`src/rtl/snake_pkg.sv`:
```
// Shared codes and helpers for the snake game core.
package snake_pkg;

  typedef enum logic [1:0] {
    ST_IDLE = 2'd0,
    ST_RUN  = 2'd1,
    ST_OVER = 2'd2
  } state_t;

  typedef enum logic [1:0] {
    DIR_UP    = 2'd0,
    DIR_DOWN  = 2'd1,
    DIR_LEFT  = 2'd2,
    DIR_RIGHT = 2'd3
  } dir_t;

  typedef enum logic [1:0] {
    CELL_EMPTY = 2'd0,
    CELL_BODY  = 2'd1,
    CELL_HEAD  = 2'd2,
    CELL_FOOD  = 2'd3
  } cell_t;

  // Linear cell index, row-major; callers truncate to their index width.
  function automatic logic [15:0] xy_to_idx(input logic [15:0] i_x,
                                            input logic [15:0] i_y,
                                            input logic [15:0] i_w);
    return i_y * i_w + i_x;
  endfunction

  // Direction that would fold the snake back onto its own neck.
  function automatic dir_t dir_opposite(input dir_t i_dir);
    dir_t w_opp;
    case (i_dir)
      DIR_UP:    w_opp = DIR_DOWN;
      DIR_DOWN:  w_opp = DIR_UP;
      DIR_LEFT:  w_opp = DIR_RIGHT;
      DIR_RIGHT: w_opp = DIR_LEFT;
      default:   w_opp = DIR_LEFT;
    endcase
    return w_opp;
  endfunction

endpackage

```
`src/rtl/snake_ring_buf.sv`:
```
// Circular store of body cell indices; tail entry is read combinationally.
module snake_ring_buf #(
  parameter int DEPTH = 20,
  parameter int DW    = 6,
  parameter int CNTW  = $clog2(DEPTH + 1)
) (
  input  logic            i_Clk,
  input  logic            i_Rst_L,
  input  logic            i_Clr,
  input  logic            i_Init,
  input  logic [DW-1:0]   i_Init_Tail,
  input  logic [DW-1:0]   i_Init_Mid,
  input  logic [DW-1:0]   i_Init_Head,
  input  logic            i_Push,
  input  logic [DW-1:0]   i_Push_Data,
  input  logic            i_Pop,
  output logic [DW-1:0]   o_Tail_Data,
  output logic [CNTW-1:0] o_Count
);
  localparam int PW = (DEPTH > 1) ? $clog2(DEPTH) : 1;
  localparam logic [PW-1:0]   PTR_ZERO = {PW{1'b0}};
  localparam logic [PW-1:0]   PTR_ONE  = PW'(1);
  localparam logic [PW-1:0]   PTR_LAST = PW'(DEPTH - 1);
  localparam logic [PW-1:0]   PTR_INIT = PW'(3);
  localparam logic [CNTW-1:0] CNT_ZERO = {CNTW{1'b0}};
  localparam logic [CNTW-1:0] CNT_ONE  = CNTW'(1);
  localparam logic [CNTW-1:0] CNT_INIT = CNTW'(3);

  logic [DW-1:0]   r_mem [DEPTH];
  logic [PW-1:0]   r_head_ptr;
  logic [PW-1:0]   r_tail_ptr;
  logic [CNTW-1:0] r_count;

  // Modulo-DEPTH increment; DEPTH need not be a power of two.
  function automatic logic [PW-1:0] ptr_inc(input logic [PW-1:0] i_p);
    return (i_p == PTR_LAST) ? PTR_ZERO : i_p + PTR_ONE;
  endfunction

  // Entry storage: three-cell preload at game start, otherwise one push per move.
  always_ff @(posedge i_Clk) begin
    if (i_Init) begin
      r_mem[0] <= i_Init_Tail;
      r_mem[1] <= i_Init_Mid;
      r_mem[2] <= i_Init_Head;
    end else if (i_Push) begin
      r_mem[r_head_ptr] <= i_Push_Data;
    end
  end

  // Pointer and occupancy bookkeeping.
  always_ff @(posedge i_Clk or negedge i_Rst_L) begin
    if (!i_Rst_L) begin
      r_head_ptr <= PTR_ZERO;
      r_tail_ptr <= PTR_ZERO;
      r_count    <= CNT_ZERO;
    end else if (i_Clr) begin
      r_head_ptr <= PTR_ZERO;
      r_tail_ptr <= PTR_ZERO;
      r_count    <= CNT_ZERO;
    end else if (i_Init) begin
      r_head_ptr <= PTR_INIT;
      r_tail_ptr <= PTR_ZERO;
      r_count    <= CNT_INIT;
    end else begin
      if (i_Push) r_head_ptr <= ptr_inc(r_head_ptr);
      if (i_Pop)  r_tail_ptr <= ptr_inc(r_tail_ptr);
      case ({i_Push, i_Pop})
        2'b10:   r_count <= r_count + CNT_ONE;
        2'b01:   r_count <= r_count - CNT_ONE;
        default: r_count <= r_count;
      endcase
    end
  end

  assign o_Tail_Data = r_mem[r_tail_ptr];
  assign o_Count     = r_count;

endmodule

```
`src/rtl/snake_engine.sv`:
```
// Snake game core: FSM, occupancy bitmap, food handshake and renderer query port.
module snake_engine
  import snake_pkg::*;
#(
  parameter int GRID_W    = 7,
  parameter int GRID_H    = 6,
  parameter int MAX_LEN   = 20,
  parameter int WALL_WRAP = 1,
  localparam int XW = $clog2(GRID_W),
  localparam int YW = $clog2(GRID_H),
  localparam int LW = $clog2(MAX_LEN + 1),
  localparam int NC = GRID_W * GRID_H,
  localparam int CW = $clog2(NC)
) (
  input  logic          i_Clk,
  input  logic          i_Rst_L,
  input  logic          i_Tick,
  input  logic          i_Start,
  input  logic          i_Up,
  input  logic          i_Down,
  input  logic          i_Left,
  input  logic          i_Right,
  output logic          o_Food_Req,
  input  logic          i_Food_Valid,
  input  logic [XW-1:0] i_Food_X,
  input  logic [YW-1:0] i_Food_Y,
  input  logic [XW-1:0] i_Qry_X,
  input  logic [YW-1:0] i_Qry_Y,
  output logic [1:0]    o_Qry_Cell,
  output logic [1:0]    o_State,
  output logic [XW-1:0] o_Head_X,
  output logic [YW-1:0] o_Head_Y,
  output logic [LW-1:0] o_Length,
  output logic          o_Collision,
  output logic          o_Win
);
  localparam logic [XW-1:0] X_ZERO  = {XW{1'b0}};
  localparam logic [XW-1:0] X_ONE   = XW'(1);
  localparam logic [XW-1:0] X_LAST  = XW'(GRID_W - 1);
  localparam logic [XW-1:0] X_START = XW'(GRID_W / 2);
  localparam logic [YW-1:0] Y_ZERO  = {YW{1'b0}};
  localparam logic [YW-1:0] Y_ONE   = YW'(1);
  localparam logic [YW-1:0] Y_LAST  = YW'(GRID_H - 1);
  localparam logic [YW-1:0] Y_START = YW'(GRID_H / 2);
  localparam logic [LW-1:0] LEN_PRE_WIN = LW'(MAX_LEN - 1);
  localparam logic [NC-1:0] ONE_BIT  = NC'(1);
  localparam logic [NC-1:0] MAP_ZERO = {NC{1'b0}};
  // Starting body: head at grid centre, two cells trailing to its left.
  localparam logic [CW-1:0] START_IDX = CW'((GRID_H / 2) * GRID_W + GRID_W / 2);
  localparam logic [CW-1:0] START_MID = START_IDX - CW'(1);
  localparam logic [CW-1:0] START_TL  = START_IDX - CW'(2);
  localparam logic [NC-1:0] START_MAP = (ONE_BIT << START_IDX) | (ONE_BIT << START_MID) |
                                        (ONE_BIT << START_TL);

  state_t        r_state, w_state_nxt;
  dir_t          r_dir, r_dir_pend, w_btn_dir;
  logic [XW-1:0] r_head_x, r_food_x, w_next_x;
  logic [YW-1:0] r_head_y, r_food_y, w_next_y;
  logic [NC-1:0] r_bitmap, w_bitmap_mv;
  logic          r_food_present, r_food_req, r_collision, r_win;
  cell_t         r_qry_cell;
  logic [CW-1:0] w_next_idx, w_tail_idx, w_food_idx, w_qry_idx;
  logic [LW-1:0] w_len;
  logic          w_btn_valid, w_edge_hit, w_tick_run, w_eat, w_self_hit;
  logic          w_hit, w_move, w_win, w_pop, w_do_start, w_do_clear;
  logic          w_food_ok, w_food_take, w_qry_in;

  assign w_do_start = (r_state == ST_IDLE) && i_Start;
  assign w_do_clear = (r_state == ST_OVER) && i_Start;
  assign w_tick_run = (r_state == ST_RUN) && i_Tick;

  // Button decode with fixed priority Up > Down > Left > Right.
  always_comb begin
    w_btn_valid = 1'b1;
    w_btn_dir   = DIR_RIGHT;
    if (i_Up)         w_btn_dir = DIR_UP;
    else if (i_Down)  w_btn_dir = DIR_DOWN;
    else if (i_Left)  w_btn_dir = DIR_LEFT;
    else if (i_Right) w_btn_dir = DIR_RIGHT;
    else              w_btn_valid = 1'b0;
  end

  // Candidate head position and edge handling for the pending direction.
  always_comb begin
    w_next_x   = r_head_x;
    w_next_y   = r_head_y;
    w_edge_hit = 1'b0;
    case (r_dir_pend)
      DIR_UP: begin
        if (r_head_y != Y_ZERO)   w_next_y = r_head_y - Y_ONE;
        else if (WALL_WRAP != 0)  w_next_y = Y_LAST;
        else                      w_edge_hit = 1'b1;
      end
      DIR_DOWN: begin
        if (r_head_y != Y_LAST)   w_next_y = r_head_y + Y_ONE;
        else if (WALL_WRAP != 0)  w_next_y = Y_ZERO;
        else                      w_edge_hit = 1'b1;
      end
      DIR_LEFT: begin
        if (r_head_x != X_ZERO)   w_next_x = r_head_x - X_ONE;
        else if (WALL_WRAP != 0)  w_next_x = X_LAST;
        else                      w_edge_hit = 1'b1;
      end
      DIR_RIGHT: begin
        if (r_head_x != X_LAST)   w_next_x = r_head_x + X_ONE;
        else if (WALL_WRAP != 0)  w_next_x = X_ZERO;
        else                      w_edge_hit = 1'b1;
      end
      default: w_edge_hit = 1'b0;
    endcase
  end

  assign w_next_idx = CW'(xy_to_idx(16'(w_next_x), 16'(w_next_y), 16'(GRID_W)));
  assign w_eat      = r_food_present && (w_next_x == r_food_x) && (w_next_y == r_food_y);
  // The tail cell is vacated by this same move unless the snake grows.
  assign w_self_hit = r_bitmap[w_next_idx] && !(!w_eat && (w_next_idx == w_tail_idx));
  assign w_hit      = w_tick_run && (w_edge_hit || w_self_hit);
  assign w_move     = w_tick_run && !w_edge_hit && !w_self_hit;
  assign w_pop      = w_move && !w_eat;
  assign w_win      = w_move && w_eat && (w_len == LEN_PRE_WIN);

  // Bitmap after this cycle's move: tail cleared before head set so a chase into the tail keeps its bit.
  assign w_bitmap_mv = (r_bitmap & ~(w_pop ? (ONE_BIT << w_tail_idx) : MAP_ZERO)) |
                       (w_move ? (ONE_BIT << w_next_idx) : MAP_ZERO);

  // Food candidates are validated against the post-move body.
  assign w_food_idx  = CW'(xy_to_idx(16'(i_Food_X), 16'(i_Food_Y), 16'(GRID_W)));
  assign w_food_ok   = (i_Food_X <= X_LAST) && (i_Food_Y <= Y_LAST) && !w_bitmap_mv[w_food_idx];
  assign w_food_take = (r_state == ST_RUN) && !w_hit && r_food_req && i_Food_Valid && w_food_ok;

  assign w_qry_idx = CW'(xy_to_idx(16'(i_Qry_X), 16'(i_Qry_Y), 16'(GRID_W)));
  assign w_qry_in  = (i_Qry_X <= X_LAST) && (i_Qry_Y <= Y_LAST);

  snake_ring_buf #(.DEPTH(MAX_LEN), .DW(CW), .CNTW(LW)) u_ring (
    .i_Clk       (i_Clk),
    .i_Rst_L     (i_Rst_L),
    .i_Clr       (w_do_clear),
    .i_Init      (w_do_start),
    .i_Init_Tail (START_TL),
    .i_Init_Mid  (START_MID),
    .i_Init_Head (START_IDX),
    .i_Push      (w_move),
    .i_Push_Data (w_next_idx),
    .i_Pop       (w_pop),
    .o_Tail_Data (w_tail_idx),
    .o_Count     (w_len)
  );

  // Game state register.
  always_ff @(posedge i_Clk or negedge i_Rst_L) begin
    if (!i_Rst_L) r_state <= ST_IDLE;
    else          r_state <= w_state_nxt;
  end

  // Game state transitions.
  always_comb begin
    w_state_nxt = r_state;
    case (r_state)
      ST_IDLE: w_state_nxt = i_Start ? ST_RUN : ST_IDLE;
      ST_RUN:  w_state_nxt = (w_hit || w_win) ? ST_OVER : ST_RUN;
      ST_OVER: w_state_nxt = i_Start ? ST_IDLE : ST_OVER;
      default: w_state_nxt = ST_IDLE;
    endcase
  end

  // Direction latch, head, bitmap, food handshake and end-of-game flags.
  always_ff @(posedge i_Clk or negedge i_Rst_L) begin
    if (!i_Rst_L) begin
      r_dir          <= DIR_RIGHT;
      r_dir_pend     <= DIR_RIGHT;
      r_head_x       <= X_ZERO;
      r_head_y       <= Y_ZERO;
      r_bitmap       <= MAP_ZERO;
      r_food_x       <= X_ZERO;
      r_food_y       <= Y_ZERO;
      r_food_present <= 1'b0;
      r_food_req     <= 1'b0;
      r_collision    <= 1'b0;
      r_win          <= 1'b0;
    end else begin
      if (w_do_start) begin
        r_dir      <= DIR_RIGHT;
        r_dir_pend <= DIR_RIGHT;
      end else begin
        if (w_btn_valid && (w_btn_dir != dir_opposite(r_dir))) r_dir_pend <= w_btn_dir;
        if (w_tick_run) r_dir <= r_dir_pend;
      end

      if (w_do_start) begin
        r_head_x <= X_START;
        r_head_y <= Y_START;
      end else if (w_move) begin
        r_head_x <= w_next_x;
        r_head_y <= w_next_y;
      end

      if (w_do_start)      r_bitmap <= START_MAP;
      else if (w_do_clear) r_bitmap <= MAP_ZERO;
      else                 r_bitmap <= w_bitmap_mv;

      if (w_do_start || w_do_clear) begin
        r_food_present <= 1'b0;
        r_food_req     <= w_do_start;
      end else if (w_move && w_eat) begin
        r_food_present <= 1'b0;
        r_food_req     <= !w_win;
      end else if (w_food_take) begin
        r_food_present <= 1'b1;
        r_food_req     <= 1'b0;
        r_food_x       <= i_Food_X;
        r_food_y       <= i_Food_Y;
      end

      if (w_do_clear) begin
        r_collision <= 1'b0;
        r_win       <= 1'b0;
      end else begin
        if (w_hit) r_collision <= 1'b1;
        if (w_win) r_win       <= 1'b1;
      end
    end
  end

  // Registered cell lookup for the renderer.
  always_ff @(posedge i_Clk or negedge i_Rst_L) begin
    if (!i_Rst_L) begin
      r_qry_cell <= CELL_EMPTY;
    end else if (!w_qry_in) begin
      r_qry_cell <= CELL_EMPTY;
    end else if (r_bitmap[w_qry_idx]) begin
      r_qry_cell <= ((i_Qry_X == r_head_x) && (i_Qry_Y == r_head_y)) ? CELL_HEAD : CELL_BODY;
    end else if (r_food_present && (i_Qry_X == r_food_x) && (i_Qry_Y == r_food_y)) begin
      r_qry_cell <= CELL_FOOD;
    end else begin
      r_qry_cell <= CELL_EMPTY;
    end
  end

  assign o_Food_Req  = r_food_req;
  assign o_Qry_Cell  = r_qry_cell;
  assign o_State     = r_state;
  assign o_Head_X    = r_head_x;
  assign o_Head_Y    = r_head_y;
  assign o_Length    = w_len;
  assign o_Collision = r_collision;
  assign o_Win       = r_win;

endmodule

```
`config.mk`:
```
export PLATFORM = sky130hd
export DESIGN_NAME = snake_engine
export DESIGN_NICKNAME = d
export VERILOG_FILES = /design/src/rtl/snake_pkg.sv /design/src/rtl/snake_ring_buf.sv /design/src/rtl/snake_engine.sv
export SDC_FILE = /design/constraint.sdc
export NUM_CORES = 1
export LEC_CHECK = 0
export CAP_MARGIN = 20
export CORE_ASPECT_RATIO = 1.75
export CORE_UTILIZATION = 43
export DETAILED_ROUTE_END_ITERATION = 8
export SLEW_MARGIN = 10
export SYNTH_ARGS = -nofsm -noshare
export SYNTH_HDL_FRONTEND = slang
export SYNTH_SLANG_ARGS = --single-unit
```
`constraint.sdc`:
```
create_clock -name i_Clk -period 9.41 [get_ports i_Clk]
set_clock_uncertainty 0.2 [all_clocks]
set_input_delay 2.3525 -clock i_Clk [delete_from_list [all_inputs] [get_ports i_Clk]]
set_output_delay 2.3525 -clock i_Clk [all_outputs]
set_load 0.005 [all_outputs]
```
==> flow_metrics.py, run 1 <==
metrics = {
    "run_status": {
        "status": "completed",
    },
    "detailed_routing": {
        "drtPass1Iterations": 5,
        "initialDrtViolationCount": 697,
        "postRouteWirelength_um": 37600,
        "drcViolationCount": 0,
        "num_vias": 9216,
        "wl_per_cell_um": 24.7,
        "routed_via_density": 6.05,
        "ant_nets": 0,
    },
    "floorplan": {
        "ios": 39,
        "row_count": 81,
        "core_area_um2": 28000,
        "chipWidth_um": 130,
        "die_area_um2": 29200,
        "initial_utilization_pct": 43.8,
        "die_h_um": 225,
    },
    "placement": {
        "hpwl_um": 28300,
        "numPortBuffers": 38,
        "preCtsSetupSlack_ns": 1.00,
        "place.gp.congestion": 1.03,
    },
    "worst_setup_path": {
        "arrival_ns": 8.65,
        "cp_slowest_cell": "o21ai_4",
        "r2r-start": "o_Head_Y[0]$_DFFE_PN0P_",
        "required_ns": 9.60,
        "slowest_delay_ns": 0.71,
        "r2r_end": "r_food_y[2]$_DFFE_PN0P_",
        "worstPathCellList": "or3_1 > a21oi_1 > o21ai_0 > fa_1 > inv_1 > fa_1 > inv_1 > fa_1 > a211oi_1 > o21bai_1 > nand2_1 > inv_1 > a32o_1 > a211oi_1 > nand4_2 > o21ai_4 > and2_1 > a21oi_1 > a22oi_1 > nand4_1 > a2111o_1 > o31a_2 > nand2_8 > mux2_4",
        "crit_type": "reg -> reg",
        "cp_max_fo": 28,
        "start_kind": "flip-flop",
        "r2r_slack_ns": 0.95,
        "end_kind": "flip-flop",
        "ff2ff_path_depth": 24,
    },
    "finish": {
        "multi_input_comb_area_um2": 6140,
        "antenna-diode-count": 0,
        "drive_above_1_share_pct": 11.2,
        "final_nets": 1217,
        "layout.cells.most_common": "edfxtp_1",
        "seq_area_um2": 5640,
        "most-common-layout-cells": "edfxtp_1, nor2_1, dfrtp_1, nand2_1, a21oi_1",
        "final.fill_count": 2615,
        "area_growth_pct": 10.9,
        "utilization_pct": 48.6,
    },
    "yosys": {
        "async_flop_share_pct": 40.3,
        "synth_flop_cell": "edfxtp_1",
        "syn_area_per_cell_um2": 10.9,
        "synth_area_leader_cell": "edfxtp_1",
        "synth_cell_types": 94,
        "seq_area_frac_synth_pct": 46.0,
        "synth_edf_count": 120,
        "netlist_area_um2": 12300,
        "ys_warn_count": 0,
        "ys_seq_elements": 201,
        "synth_area_leaders": "edfxtp_1, dfrtp_1, mux4_2, ha_1, nor2_1",
        "synth_top_area_share_pct": 29.4,
        "synthCells": 1122,
    },
    "clock_tree": {
        "cts_setup_buffers": 0,
        "clk_latency_ns": 0.52,
        "cts-resized-gates": 0,
        "clock_sinks": 201,
        "htree_num_levels": 1,
        "cts_root_buffer": "clkbuf_16",
        "clkTransAtPathRegs_ns": 0.07,
        "tritoncts": "done",
        "cts_buffers": 20,
        "cts_hold_buf": 0,
        "cts_max_path_buffers": 3,
    },
    "sta": {
        "finalCriticalPeriod_ns": 8.46,
        "timing.setup.tns_ns": 0,
        "clock.fmax_mhz": 118,
        "maxSlewHeadroom_pct": 21.4,
        "rsz0062_at_grt": "no",
        "timing_hold_violations_final": 0,
        "maxSlewViolCount": 0,
        "final.period_utilization_pct": 89.9,
        "finalSetupViolations": 0,
        "fin_ws_ns": 0.953,
        "tightest_slew_ns": 1.18,
    },
    "global_routing": {
        "antenna_found_initial": 0,
        "grt_overflow": 0,
        "grt_pass1_wl_um": 57600,
        "grt_max_degree": 63,
        "first_global_vias": 9449,
        "grt.total_usage_pct": 27.0,
    },
    "min_path": {
        "min_from": "o_Win$_DFFE_PN0P_",
        "hold_path_end": "o_Win$_DFFE_PN0P_",
        "hold_depth": 2,
        "hold_path.class": "reg -> reg",
    },
    "run": {
        "maxCapViolCount": 0,
    },
}
[routing by layer]
layer	global-route usage, %	part of all wire [%]
met1	27.6	34
met2	50.2	54
met3	3.30	3.9
met4	18.2	7.6
met5	0	0
[worst max-delay path: cells and delay by family (launching register included)]
| family | cells | cell delay, ns |
|---|---|---|
| simple gates | 6 | 1.73 |
| mux | 1 | 0.31 |
| fa+ha+maj | 3 | 1.48 |
| buf+inv | 3 | 0.44 |
| flops | 1 | 0.56 |
| compound gates | 11 | 3.61 |
[registers in the layout, summed over array words and instances, names as in the netlist, 2 cells and up]
name and count:
r_dir_pend 2, u_ring.o_Count 5, r_dir 2, o_Qry_Cell 2
o_State 2, r_bitmap 42, u_ring.r_head_ptr 5, u_ring.r_mem 120
o_Head_Y 3, u_ring.r_tail_ptr 5, r_food_y 3, o_Head_X 3
r_food_x 3
[synth_stat cells (14+ instances only)]
library cell and instances:
mux2i_1 39, nor2_1 109, xnor2_1 20, o21ai_0 37, clkbuf_1 31, edfxtp_1 120
nand4_1 16, a22oi_1 21, ha_1 47, nand2_1 75, xor2_1 18, nor3_1 32
mux4_2 31, nand3_1 40, dfrtp_1 77, o31a_1 15, nand2b_1 18, nor2b_1 17
inv_1 53, a21oi_1 71, mux2_2 14
[logic make-up after synthesis]
| family | after synthesis | synth area share, % |
|---|---|---|
| other | 1 | 0.0306 |
| DFF | 201 | 46.0 |
| adders and majority gates | 59 | 6.76 |
| muxes | 95 | 11.4 |
| and+or+nand+nor | 373 | 15.4 |
| buffers and inverters | 114 | 4.04 |
| AOI/OAI and AO/OA | 241 | 13.7 |
| xor gates and xnor gates | 38 | 2.72 |
[area by class of cell]
class                      instances  area share (%)
inverter                          54            1.49
clock buffer                      28            4.28
clock inverter                     8           0.534
tap                              373            3.44
sequential                       201            41.5
multi-input combinational        808            45.2
timing repair buffer              52            3.56
[how the worst max path moves through the flow]
stage	slack [ns]	cells past startpoint	to	from
floorplan	2.71	28	r_food_x[0]$_DFFE_PN0P_	r_dir_pend[0]$_DFFE_PN1P_
global placement	1.27	24	r_food_y[1]$_DFFE_PN0P_	o_Head_Y[0]$_DFFE_PN0P_
detailed placement	1.00	24	r_food_y[2]$_DFFE_PN0P_	o_Head_Y[0]$_DFFE_PN0P_
CTS	1.0	24	r_food_y[2]$_DFFE_PN0P_	o_Head_Y[0]$_DFFE_PN0P_
global route	0.44	25	r_food_y[2]$_DFFE_PN0P_	r_dir_pend[1]$_DFFE_PN1P_
finish	0.95	24	r_food_y[2]$_DFFE_PN0P_	o_Head_Y[0]$_DFFE_PN0P_
[metrics by stage]
step           instance area (um2)  cells  hold slack, ns
3_5_place_dp                 12900   1488           0.286
4_1_cts                      13600   1524           0.302
5_1_grt                      13600   1524           0.350
2_1_floorplan                12300   1123           0.278
3_3_place_gp                 12900   1487           0.282
6_report                     13600   1524           0.300
Power of run 1 is not shown: default switching activity piles up to over one toggle a cycle in this logic, so the estimate is an artifact.
==> run 2, diff against run 1 <==
--- a/config.mk
+++ b/config.mk
@@ -7,7 +7,7 @@
 export LEC_CHECK = 0
 export CAP_MARGIN = 20
 export CORE_ASPECT_RATIO = 1.75
-export CORE_UTILIZATION = 43
+export CORE_UTILIZATION = 30
 export DETAILED_ROUTE_END_ITERATION = 8
 export SLEW_MARGIN = 10
 export SYNTH_ARGS = -nofsm -noshare
==> flow_metrics.py, run 2 (synthesized netlist as in run 1, its figures left out) <==
metrics = {
    "clock_tree": {
        "cts_root_buffer": "clkbuf_16",
        "cts_hold_buf": 0,
        "clkTransAtPathRegs_ns": 0.06,
        "cts-resized-gates": 0,
        "clock_sinks": 201,
        "htree_num_levels": 1,
        "cts_buffers": 20,
        "clk_latency_ns": 0.53,
        "tritoncts": "done",
        "cts_max_path_buffers": 3,
        "cts_setup_buffers": 0,
    },
    "detailed_routing": {
        "num_vias": 9274,
        "wl_per_cell_um": 22.8,
        "ant_nets": 0,
        "drcViolationCount": 0,
        "initialDrtViolationCount": 678,
        "postRouteWirelength_um": 38600,
        "routed_via_density": 5.46,
        "drtPass1Iterations": 8,
    },
    "worst_setup_path": {
        "end_kind": "flip-flop",
        "slowest_delay_ns": 0.69,
        "ff2ff_path_depth": 23,
        "required_ns": 9.62,
        "cp_slowest_cell": "o21ai_4",
        "cp_max_fo": 28,
        "arrival_ns": 8.47,
        "start_kind": "flip-flop",
        "worstPathCellList": "or3_1 > a21oi_1 > o21ai_0 > fa_1 > inv_1 > fa_1 > inv_1 > fa_1 > a211oi_1 > o21bai_1 > nand2_1 > inv_1 > a32o_1 > a211oi_1 > nand4_2 > o21ai_4 > and2b_1 > and2_1 > o311ai_0 > or3_1 > o31a_2 > nand2_8 > mux2_4",
        "crit_type": "reg -> reg",
    },
    "finish": {
        "layout.cells.most_common": "edfxtp_1",
        "most-common-layout-cells": "edfxtp_1, nor2_1, dfrtp_1, nand2_1, a21oi_1",
        "largest_reg_flops": 120,
        "drive_above_1_share_pct": 11.2,
        "reg_top3": "u_ring.r_mem x120, r_bitmap x42",
        "area_growth_pct": 12.7,
        "seq_area_um2": 5640,
        "multi_input_comb_area_um2": 6140,
        "final.fill_count": 4045,
        "regMostFlops": "u_ring.r_mem",
        "antenna-diode-count": 0,
        "final_nets": 1219,
        "finalNonFillerCells": 1697,
    },
    "sta": {
        "finalCriticalPeriod_ns": 8.26,
        "tightest_slew_ns": 1.21,
        "timing.setup.tns_ns": 0,
        "maxSlewHeadroom_pct": 19.6,
        "maxSlewViolCount": 0,
        "final.period_utilization_pct": 87.8,
        "clock.fmax_mhz": 121,
        "finalSetupViolations": 0,
        "timing_hold_violations_final": 0,
        "rsz0062_at_grt": "no",
    },
    "floorplan": {
        "die_area_um2": 41700,
        "die_h_um": 269,
        "initial_utilization_pct": 30.5,
        "chipWidth_um": 155,
        "ios": 39,
        "row_count": 97,
        "core_area_um2": 40200,
    },
    "placement": {
        "numPortBuffers": 38,
        "post-place-cells": 1660,
        "place.gp.congestion": 0.985,
        "hpwl_um": 29400,
    },
    "global_routing": {
        "grt_pass1_wl_um": 58500,
        "grt.total_usage_pct": 18.9,
        "antenna_found_initial": 0,
        "grt_overflow": 0,
        "first_global_vias": 9592,
        "grt_max_degree": 70,
    },
    "run": {
        "maxCapViolCount": 0,
    },
    "min_path": {
        "hold_path.class": "reg -> reg",
        "hold_depth": 2,
    },
    "run_status": {
        "status": "completed",
    },
}
## run 2: layout make-up
type / count / share of cell area (%)
well taps: 544 / 4.93
inverters: 54 / 1.47
flip-flops and latches: 201 / 40.8
multi-input cells: 808 / 44.5
clock inverters: 13 / 1.03
repair buffers: 54 / 3.59
clock buffers: 23 / 3.71
## run 2: worst max-delay path: cells and delay by family, from the launching register on
kind | cells | cell delay [ns]
adder cells (fa/ha/maj) | 3 | 1.47
AO/OA/AOI/OAI | 9 | 2.93
AND/OR/NAND/NOR | 7 | 2.25
multiplexers | 1 | 0.30
buffers and inverters | 3 | 0.40
flip-flops | 1 | 0.56
## run 2: through the flow
step           hold slack, ns  setup slack [ns]  utilization, %  area (um2)
2_1_floorplan           0.278              2.71               -       12300
3_3_place_gp            0.290              1.34            32.7       13200
3_5_place_dp            0.289              1.20            32.7       13200
4_1_cts                 0.305              1.15            34.4       13800
5_1_grt                 0.341             0.496            34.4       13800
6_report                0.299              1.15            34.4       13800
## run 2: layer usage
| metal | routed length (um) | global-route usage [%] | share of wire (%) | up-vias |
|---|---|---|---|---|
| met4 | 3540 | 15.7 | 9.2 | 0 |
| li1 | - | - | - | 4183 |
| met3 | 1890 | 2.93 | 4.9 | 169 |
| met2 | 20900 | 35.6 | 54 | 402 |
| met5 | 0 | 0 | 0 | - |
| met1 | 12300 | 17.5 | 32 | 4520 |
## run 2: final timing paths
| check | startpoint | end | slack (ns) |
|---|---|---|---|
| min reg2reg | o_Win$_DFFE_PN0P_ | o_Win$_DFFE_PN0P_ | 0.30 |
| min | o_Win$_DFFE_PN0P_ | o_Win$_DFFE_PN0P_ | 0.30 |
| min in group asynchronous | i_Rst_L | r_bitmap[5]$_DFF_PN0_ | 1.46 |
| max | o_Head_Y[0]$_DFFE_PN0P_ | r_food_y[0]$_DFFE_PN0P_ | 1.15 |
| max in group asynchronous | i_Rst_L | o_Head_Y[0]$_DFFE_PN0P_ | 6.37 |
| max reg2reg | o_Head_Y[0]$_DFFE_PN0P_ | r_food_y[0]$_DFFE_PN0P_ | 1.15 |
Power of run 2 is left out for the same reason.
==> run 3, diff against run 2 <==
--- a/config.mk
+++ b/config.mk
@@ -7,6 +7,7 @@
 export LEC_CHECK = 0
 export CAP_MARGIN = 20
 export CORE_ASPECT_RATIO = 1.75
+export CORE_MARGIN = 2
 export CORE_UTILIZATION = 30
 export DETAILED_ROUTE_END_ITERATION = 8
 export SLEW_MARGIN = 10
==> flow_metrics.py, run 3 (synthesized netlist as in run 1, its figures left out) <==
metrics = {
    "finish": {
        "area_growth_pct": 12.4,
        "regMostFlops": "u_ring.r_mem",
        "most-common-layout-cells": "edfxtp_1, nor2_1, dfrtp_1, nand2_1, a21oi_1",
        "reg_top3": "u_ring.r_mem x120, r_bitmap x42",
        "final_nets": 1217,
        "finalNonFillerCells": 1700,
        "drive_above_1_share_pct": 11.2,
        "layout.cells.most_common": "edfxtp_1",
        "final.fill_count": 4124,
        "antenna-diode-count": 0,
        "largest_reg_flops": 120,
    },
    "sta": {
        "timing_hold_violations_final": 0,
        "fin_ws_ns": 1.10,
        "finalSetupViolations": 0,
        "clock.fmax_mhz": 120,
        "maxSlewHeadroom_pct": 30.7,
        "maxSlewViolCount": 0,
        "timing.setup.tns_ns": 0,
        "rsz0062_at_grt": "no",
        "tightest_slew_ns": 1.04,
        "finalCriticalPeriod_ns": 8.31,
        "final.period_utilization_pct": 88.3,
    },
    "floorplan": {
        "row_count": 98,
        "core_area_um2": 40600,
        "chipWidth_um": 157,
        "die_area_um2": 42500,
        "initial_utilization_pct": 30.2,
        "die_h_um": 271,
        "ios": 39,
    },
    "min_path": {
        "hold_path.class": "reg -> reg",
    },
    "placement": {
        "place.gp.congestion": 1.03,
        "post-place-cells": 1666,
        "hpwl_um": 29700,
        "numPortBuffers": 38,
        "preCtsSetupSlack_ns": 1.14,
    },
    "global_routing": {
        "grt_pass1_wl_um": 58300,
        "grt.total_usage_pct": 18.3,
        "grt_overflow": 0,
        "first_global_vias": 9551,
        "grt_max_degree": 65,
        "antenna_found_initial": 0,
    },
    "clock_tree": {
        "cts_hold_buf": 0,
        "clkTransAtPathRegs_ns": 0.07,
        "cts_buffers": 19,
        "cts_max_path_buffers": 3,
        "cts_setup_buffers": 0,
        "clk_latency_ns": 0.52,
        "tritoncts": "done",
        "cts_root_buffer": "clkbuf_16",
        "cts-resized-gates": 0,
        "htree_num_levels": 1,
        "clock_sinks": 201,
    },
    "worst_setup_path": {
        "end_kind": "flip-flop",
        "required_ns": 9.61,
        "arrival_ns": 8.51,
        "start_kind": "flip-flop",
        "crit_type": "reg -> reg",
        "cp_max_fo": 28,
    },
    "detailed_routing": {
        "drtPass1Iterations": 7,
        "routed_via_density": 5.44,
        "postRouteWirelength_um": 38700,
        "wl_per_cell_um": 22.7,
        "drcViolationCount": 0,
        "initialDrtViolationCount": 893,
        "ant_nets": 0,
        "num_vias": 9253,
    },
    "run_status": {
        "status": "completed",
    },
    "run": {
        "maxCapViolCount": 0,
    },
}
[run 3: critical path: stages, from the launching register on]
cell	delay (ns)
dfrtp_1	0.57
or3_1	0.46
a21oi_1	0.20
o21ai_0	0.25
fa_1	0.60
inv_1	0.05
fa_1	0.47
inv_1	0.06
fa_1	0.41
a211oi_1	0.43
o21bai_1	0.16
nand2_1	0.14
inv_1	0.29
a32o_1	0.32
a211oi_1	0.26
nand4_2	0.26
o21ai_4	0.71
nor2b_1	0.67
a22oi_1	0.27
a22o_1	0.27
a21o_1	0.17
o31a_1	0.33
o31a_2	0.18
nand2_8	0.13
mux2_4	0.31
[run 3: worst paths after layout]
check	start	endpoint	cells after the start	slack, ns
min in group asynchronous	i_Rst_L	r_bitmap[28]$_DFF_PN0_	1	1.50
worst min-delay path	o_Collision$_DFFE_PN0P_	o_Collision$_DFFE_PN0P_	2	0.31
max in group asynchronous	i_Rst_L	u_ring.r_head_ptr[4]$_DFFE_PN0P_	2	6.31
worst max register to register	o_Head_Y[0]$_DFFE_PN0P_	r_food_x[2]$_DFFE_PN0P_	24	1.10
worst min register to register	o_Collision$_DFFE_PN0P_	o_Collision$_DFFE_PN0P_	2	0.31
worst max-delay path	o_Head_Y[0]$_DFFE_PN0P_	r_food_x[2]$_DFFE_PN0P_	24	1.10
[run 3: stage by stage]
step                      util (%)  area [um2]  hold WS, ns
after global placement        32.4       13200        0.291
after detailed placement      32.4       13200        0.292
final                         33.9       13800        0.310
after CTS                     33.9       13800        0.314
after floorplan                  -       12300        0.278
after global routing          33.9       13800        0.351
[run 3: cell type report]
class / count / area, um2 / share of cell area, %
multi-input cells: 808 / 6140 / 44.6
flip-flops and latches: 201 / 5640 / 40.9
well taps: 550 / 688 / 5.00
repair buffers: 53 / 490 / 3.56
clock buffers: 20 / 479 / 3.48
inverters: 54 / 203 / 1.47
clock inverters: 14 / 134 / 0.972
[run 3: routing by layer]
layer,global-route usage (%),vias to the layer above,routed length [um]
met5,0,-,0
met4,13.1,0,3180
met3,1.96,136,1390
met2,35.6,368,21500
met1,17.4,4563,12600
li1,-,4186,-
Power of run 3 is left out for the same reason.
